**src/rtl/chunk_adder_seq.sv**
```systemverilog
// Sequential wide adder: adds N = WIDTH*CHUNKS bit operands one WIDTH-bit chunk per clock.
// Optional signed-overflow output enabled by defining CHUNK_ADDER_OVF_EN.

module Compadder #(
    parameter int WIDTH = 4
) (
    input  logic [WIDTH-1:0] a,
    input  logic [WIDTH-1:0] b,
    output logic [WIDTH:0]   sum,
    output logic [WIDTH:0]   tum
);

    // Compound adder: sum is a+b, tum is a+b+1, both with carry-out in the top bit.
    assign sum = {1'b0, a} + {1'b0, b};
    assign tum = sum + (WIDTH + 1)'(1);

endmodule

module chunk_adder_seq #(
    parameter int WIDTH  = 4,
    parameter int CHUNKS = 4
) (
    input  logic                      clk,
    input  logic                      reset,
    input  logic                      start,
    input  logic [WIDTH*CHUNKS-1:0]   a,
    input  logic [WIDTH*CHUNKS-1:0]   b,
    input  logic                      cin,
    output logic                      busy,
    output logic                      done,
    output logic [WIDTH*CHUNKS-1:0]   result,
    output logic                      cout
`ifdef CHUNK_ADDER_OVF_EN
    ,
    output logic                      ovf
`endif
);

    localparam int N     = WIDTH * CHUNKS;
    localparam int CNT_W = $clog2(CHUNKS);
    localparam logic [CNT_W-1:0] LAST = CNT_W'(CHUNKS - 1);

    typedef enum logic [1:0] {
        IDLE,
        RUN,
        DONE
    } state_t;

    state_t           state;
    logic [N-1:0]     a_sh;
    logic [N-1:0]     b_sh;
    logic             carry;
    logic [CNT_W-1:0] count;
    logic [WIDTH:0]   sum;
    logic [WIDTH:0]   tum;
    logic [WIDTH:0]   s;

    // The low chunk of each shift register is always the chunk being processed.
    Compadder #(.WIDTH(WIDTH)) u_comp (
        .a   (a_sh[WIDTH-1:0]),
        .b   (b_sh[WIDTH-1:0]),
        .sum (sum),
        .tum (tum)
    );

    assign s = carry ? tum : sum;

    always_ff @(posedge clk) begin
        if (reset) begin
            state  <= IDLE;
            busy   <= 1'b0;
            done   <= 1'b0;
            result <= '0;
            cout   <= 1'b0;
            count  <= '0;
            carry  <= 1'b0;
            a_sh   <= '0;
            b_sh   <= '0;
`ifdef CHUNK_ADDER_OVF_EN
            ovf    <= 1'b0;
`endif
        end else begin
            case (state)
                IDLE, DONE: begin
                    done <= 1'b0;
                    if (start) begin
                        a_sh  <= a;
                        b_sh  <= b;
                        carry <= cin;
                        count <= '0;
                        busy  <= 1'b1;
                        state <= RUN;
                    end else begin
                        state <= IDLE;
                    end
                end
                RUN: begin
                    result[32'(count)*WIDTH +: WIDTH] <= s[WIDTH-1:0];
                    carry <= s[WIDTH];
                    a_sh  <= a_sh >> WIDTH;
                    b_sh  <= b_sh >> WIDTH;
                    if (count == LAST) begin
                        cout  <= s[WIDTH];
`ifdef CHUNK_ADDER_OVF_EN
                        // On the last chunk the shift registers hold the operand sign bits.
                        ovf   <= (a_sh[WIDTH-1] == b_sh[WIDTH-1]) &&
                                 (s[WIDTH-1] != a_sh[WIDTH-1]);
`endif
                        busy  <= 1'b0;
                        done  <= 1'b1;
                        state <= DONE;
                    end else begin
                        count <= count + CNT_W'(1);
                    end
                end
                default: begin
                    state <= IDLE;
                    busy  <= 1'b0;
                    done  <= 1'b0;
                end
            endcase
        end
    end

endmodule

```
**config.mk**
```make
export PLATFORM = sky130hd
export DESIGN_NAME = chunk_adder_seq
export DESIGN_NICKNAME = d
export VERILOG_FILES = /design/src/rtl/chunk_adder_seq.sv
export SDC_FILE = /design/constraint.sdc
export NUM_CORES = 1
export LEC_CHECK = 0
export BUFFER_PORTS_ARGS = -buffer_cell sky130_fd_sc_hd__buf_2
export CORE_UTILIZATION = 45
export CTS_BUF_LIST = sky130_fd_sc_hd__clkbuf_16
export DETAILED_ROUTE_END_ITERATION = 8
export PLACE_DENSITY = 0.68
export SYNTH_ARGS = -nofsm -noshare
export SYNTH_HDL_FRONTEND = slang
export SYNTH_SLANG_ARGS = --single-unit
```
**constraint.sdc**
```tcl
create_clock -name clk -period 6.3 [get_ports clk]
set_input_delay 0.945 -clock clk [delete_from_list [all_inputs] [get_ports clk]]
set_output_delay 0.945 -clock clk [all_outputs]
set_load 0.005 [all_outputs]
```
## After elaboration in Yosys (flattened, before gate mapping)

Index checks and enable logic that the tools add are counted.

| cells by class | value |
|---|---|
| reductions and logical operators | 8 |
| mux-type cells | 17 |
| $add $sub $neg | 4 |
| eq/ne operators | 6 |
| shift operators | 2 |
| bitwise operators | 1 |

Operators by type and width:

| kind | count |
|---|---|
| one-hot mux 16 bit (2 select lines) | 2 |
| negation 4 -> 34 bit | 1 |
| variable shift 4 x 34 -> 16 bit (first input constant) | 1 |
| variable part select 4 x 34 -> 16 bit | 1 |
| 2-to-1 mux 16 bit | 2 |
| bitwise mux 16 bit | 1 |
| one-hot mux 2 bit (2 select lines) | 2 |
| 2-to-1 mux 2 bit | 3 |
| != test 2 bit (second input constant) | 3 |
| AND reduction 2 bit | 3 |
| adder 4 x 4 -> 5 bit | 1 |
| adder 5 x 1 -> 5 bit (second input constant) | 1 |
| 2-to-1 mux 5 bit | 1 |
| equality test 2 bit (second input constant) | 2 |
| 2-to-1 mux 1 bit | 4 |
| one-hot mux 1 bit (2 select lines) | 2 |
| OR reduction 2 bit | 2 |
| AND reduction 3 bit | 1 |
| adder 2 x 1 -> 2 bit (second input constant) | 1 |
| equality test 2 x 1 -> 1 bit (second input constant) | 1 |
| zero test 2 bit | 1 |
| nonzero test 2 bit | 1 |
| inverter 1 bit | 1 |

| storage, ports and cells | value |
|---|---|
| bits of input ports | 36 |
| logic and storage cells | 47 |
| output and inout port bits | 19 |
| register bits after elaboration | 56 |

## Logic depth before layout (Yosys ltp)

| depth | value |
|---|---|
| depth in word-level cells | 5 |
| mapped depth | 9 |
| depth with buffers taken out | 9 |

## Cells and area by module

From an unflattened synthesis, not the netlist that was laid out.

| second synthesis, totals | value |
|---|---|
| cells, all modules | 264 |
| area, all modules | 2558.7 um^2 |

By module, submodules not included:

| module | instances | area an instance (um^2) | cells each | sequential area each (um^2) |
|---|---|---|---|---|
| chunk_adder_seq | 1 | 2363.5 | 244 | 1121.1 |
| Compadder | 1 | 195.2 | 20 | 0.0 |

## Least setup slack after synthesis

No wires, ideal clock.

| timing path | value |
|---|---|
| path type | flip-flop to flip-flop |
| start point | register a_sh[0] |
| end point | register cout |
| setup time | 0.101 ns |
| path buffers | 0 |
| arrival | 1.873 ns |
| required time | 6.199 ns |
| stages on the path, launching flop included | 10 |
| slack | 4.326 ns |
| period minus slack after synthesis | 1.974 ns |
| cells stage by stage | dfxtp_1 -> ha_1 -> inv_1 -> fa_1 -> inv_1 -> ha_1 -> nand2_1 -> nor4b_2 -> xor2_1 -> o41ai_1 |

| between the ends | value |
|---|---|
| longest elaborated chain between the ends | 3 |

Ends and longest elaborated chain:

| item | RTL line | source |
|---|---|---|
| start, declared | 50 | `logic [N-1:0] a_sh;` |
| start signal, assigned | 100 | `a_sh <= a_sh >> WIDTH;` |
| adder 4 x 4 -> 5 bit (*) | 14 | `assign sum = {1'b0, a} + {1'b0, b};` |
| adder 5 x 1 -> 5 bit | 15 | `assign tum = sum + (WIDTH + 1)'(1);` |
| 2-to-1 mux 5 bit (*) | 66 | `assign s = carry ? tum : sum;` |
| end signal, assigned | 103 | `cout <= s[WIDTH];` |
| end, declared | 32 | `output logic cout` |

Mark *: on every way between the ends. The rest lies on a longest branch, timed or not.
A chain may end at the register's enable or synchronous reset.

## Worst setup path in the final report

| timing path | value |
|---|---|
| start point | register a_sh[0] |
| end point | register carry |

| between the ends | value |
|---|---|
| longest elaborated chain between the ends | 4 |

Ends and longest elaborated chain:

| item | RTL line | source |
|---|---|---|
| adder 4 x 4 -> 5 bit (*) | 14 |  |
| adder 5 x 1 -> 5 bit | 15 |  |
| 2-to-1 mux 5 bit (*) | 66 |  |
| one-hot mux 1 bit (2 select lines) (*) | 83 | `case (state)` |
| end signal, assigned | 89 | `carry <= cin;` |
| end signal, assigned | 99 | `carry <= s[WIDTH];` |
| end, declared | 52 | `logic carry;` |

Marks and branches as above.

==> reports/results.txt <==
At the end of the flow, the number of nets in the layout was 366. The die extent in y was 76.9 µm. In the layout the commonest cells are nor2_1 (57), dfxtp_1 (56), buf_2 (54). Pin placement for this block handled 55 I/O pins. In the final layout, the share of cells above drive strength 1 is 23.3%. Entering global routing, the biggest net connects 62 pins.

On the critical path, the stage with the largest delay is an instance of fa_1. For the count of clock tree sinks, the log shows 56. The instance count along the most critical hold path was 2; the hold buffer count at CTS was 0. Number of gates resized after cts: 0.

The first TritonRoute pass finished after 5 iterations. In this run the tightest slew margin relative to its limit is 31.7%. The number of fill cells in the layout is 496, and the average footprint of a synthesized cell is 9.22 µm². The share of the yosys chip area belonging to registers was 44.4%. Sorting the synthesized cells by area gives the leading types as dfxtp_1 (44%), mux2i_1 (8.7%), nor2_1 (8.5%), a211oi_1 (7.4%), a22oi_1 (5.9%). The placed instance count was 381; the leakage power total was 1.29 nW. The repair_antennas step left the layout with diodes totalling 0. Wires add up to 5280 µm.

The library cell occupying the most area in the post-synthesis netlist was dfxtp_1. The initial utilization of the core area, before any placement, comes to 47.9%. For flop-to-flop paths, the worst setup slack is 4.06 ns. The tools report the number of global-route vias before repair as 1923. The clock insertion delay at the later pin of the skew report is 0.29 ns, and the total core area is 0.00527 mm².

The critical path is of the flop to flop type. For hold timing, the worst endpoint is result[3]. The gate count after technology mapping came out at 274. The run gives 0 ns as the final sum of negative setup slack. The post-detailed-placement cell area is 0.00282 mm². The longest clock path from root to sink contains 2 buffers. The worst path uses 35.6% of the clock period.

The logs give 26 for the site row count and 0.797 for the global placement routability congestion. The tools report the count of final max-slew check failures as 0. The logs give 2 for the depth of the CTS H-tree and 56.2% for the end-of-flow core utilization. The post-synthesis register bit count was 56; the largest fanout of any net on the critical path was 2. VDD sags by at most 0.000135 V. The first global-routing pass estimated 8930 µm of wire.

The run finished with clean final reports. The largest incremental delay on the critical path was 0.47 ns; the number of hold violations in the final report was 0. Based on the critical path, the design can be clocked at up to 446 MHz.

In this run the clock root is driven by a clkbuf_16. The routed layout has 2046 vias. The initial antenna violation count was 0. The final non-filler cell area was 0.00296 mm²; the number of buffers added on ports was 54. During synthesis, Yosys emitted a total of 0 warnings. The finished layout holds 388 standard cells, fillers aside.

The logs give 32 for the number of distinct library cells after synthesis and 0 for the total DRC errors in the routed layout. In this run the remaining antenna-violating nets after routing total 0. The detailed router's first-iteration violation count was 101. TritonCTS built the clock tree. Setup repair after global routing left no endpoint under its margin. The die extent in x came out at 76.9 µm. The half-perimeter wire length of the detailed placement result is 3560 µm. At the worst endpoint, the required time is 6.43 ns. Counting flops with a built-in enable in the synthesized netlist gives 0. The number of nets in the synthesized netlist is 322. The end of the worst register-to-register path is carry. Clock-pin slew was measured on the worst setup and hold paths at 0.07 ns. In this run the cell area of the synthesized design comes to 0.00252 mm².

The total power after layout was 0.790 mW. The detail-routed via count per cell works out to 5.27. The critical path goes through ha_1 > inv_1 > fa_1 > inv_1 > ha_1 > nand2_1 > nor4b_2 > xor2_1 > a211oi_1. In the synthesized netlist the dominant register cell turns out to be dfxtp_1. Setup violations remaining at the end of the flow were counted as 0. The number of clock buffers added by TritonCTS is 5. The synthesized design devotes to its leading area cell type 44.4% of total area. The dominant delay contributor by cell family on the critical path was adder cells. The transition time at the pin with the least slew margin came out at 1.02 ns.

Leaving out fill and tap cells, the most frequent cell in the layout is nor2_1. The die covers 0.00591 mm². The startpoint of the worst-slack reg-to-reg timing path is a_sh[0]. The tools report the critical path endpoint category as a flop. From synthesis to final layout, the design area changed by 17.3%. The post-CTS setup buffer count is 0, and the power per cell area is 267 mW/mm². For the final database, setup skew stands at 0.00394 ns. In this run the most critical hold path is launched from result[3].

After synthesis, the share of flip-flops with an asynchronous set or reset is 0%. Together, buffers and inverters on the worst path number 2. The wire length per cell after detailed routing was 13.6 µm. The worst setup path is launched from a flop. For the aggregate global routing overflow, the log shows 0.

Counting I/O delays and the setup requirement, the final critical path takes 2.24 ns. Data on the critical path arrives at its endpoint at 2.37 ns. Max-cap violations in this run came to 0. Depth of the worst register-to-register path: 9.

The worst hold path belongs to the class flop to flop. For this run, the total global-route usage over all layers was measured as 18.9%.
[final cells by class]
cell class | count | area [µm²] | area share [%]
timing repair buffer | 55 | 278 | 9.38
clock buffer | 5 | 125 | 4.22
tap | 70 | 87.6 | 2.96
inverter | 8 | 30.0 | 1.01
clock inverter | 2 | 12.5 | 0.422
multi-input combinational | 192 | 1310 | 44.1
sequential | 56 | 1120 | 37.9
[metrics by stage]
stage               hold WS (ns)  worst slack (ns)
detailed placement         0.471              4.05
global route               0.497              3.87
global placement           0.465              4.07
finish                     0.480              4.06
floorplan                  0.466              4.33
CTS                        0.484              4.05
[kinds of logic after synthesis]
| logic type | share of synthesized area, % |
|---|---|
| and+or+nand+nor | 17.4 |
| AOI/OAI and AO/OA | 17.3 |
| DFF | 44.4 |
| buffers and inverters | 4.21 |
| muxes | 8.72 |
| adders and majority gates | 6.24 |
| xor gates and xnor gates | 1.73 |
[worst reg2reg max path, cell delays in order (launching register included)]
cell and delay (ns):
dfxtp_1 0.35, ha_1 0.20, inv_1 0.07, fa_1 0.47
inv_1 0.10, ha_1 0.14, nand2_1 0.08, nor4b_2 0.31
xor2_1 0.26, a211oi_1 0.11
[cell usage after synthesis, types with 4 or more instances]
library cell  instances
nor2_1               57
nand2b_1              5
a21oi_1               5
a22oi_1              20
clkbuf_1             11
inv_1                 5
nand2_1               8
mux2i_1              22
ha_1                 11
dfxtp_1              56
buf_2                 7
nor3_1                7
a211oi_1             25
nand3b_1              4
o21ai_1               5
[sequential cells by signal (all words and copies together) (netlist names)]
name    cells
a_sh       16
b_sh       16
busy        1
carry       1
count       2
cout        1
done        1
result     16
state       2
[report_power, final]
part           switching (mW)  internal (mW)
logic                  0.0751         0.0556
clock network           0.122          0.145
registers              0.0150          0.377
[per-layer routing]
metal | track usage (%) | routed length (µm) | vias to the layer above
met1 | 25.9 | 2680 | 932
met2 | 28.9 | 2300 | 53
met4 | 5.96 | 63 | 0
met3 | 4.76 | 235 | 9
met5 | 0 | 0 | -
li1 | - | - | 1052
[how the worst max path moves through the flow]
stage	from	cells past startpoint	to
CTS	a_sh[0]	9	carry
detailed placement	start	6	a_sh[12]
global route	a_sh[0]	9	carry
floorplan	a_sh[0]	9	cout
finish	a_sh[0]	9	carry
global placement	start	6	a_sh[14]
No activity file was read; power rests on OpenSTA's default activity.
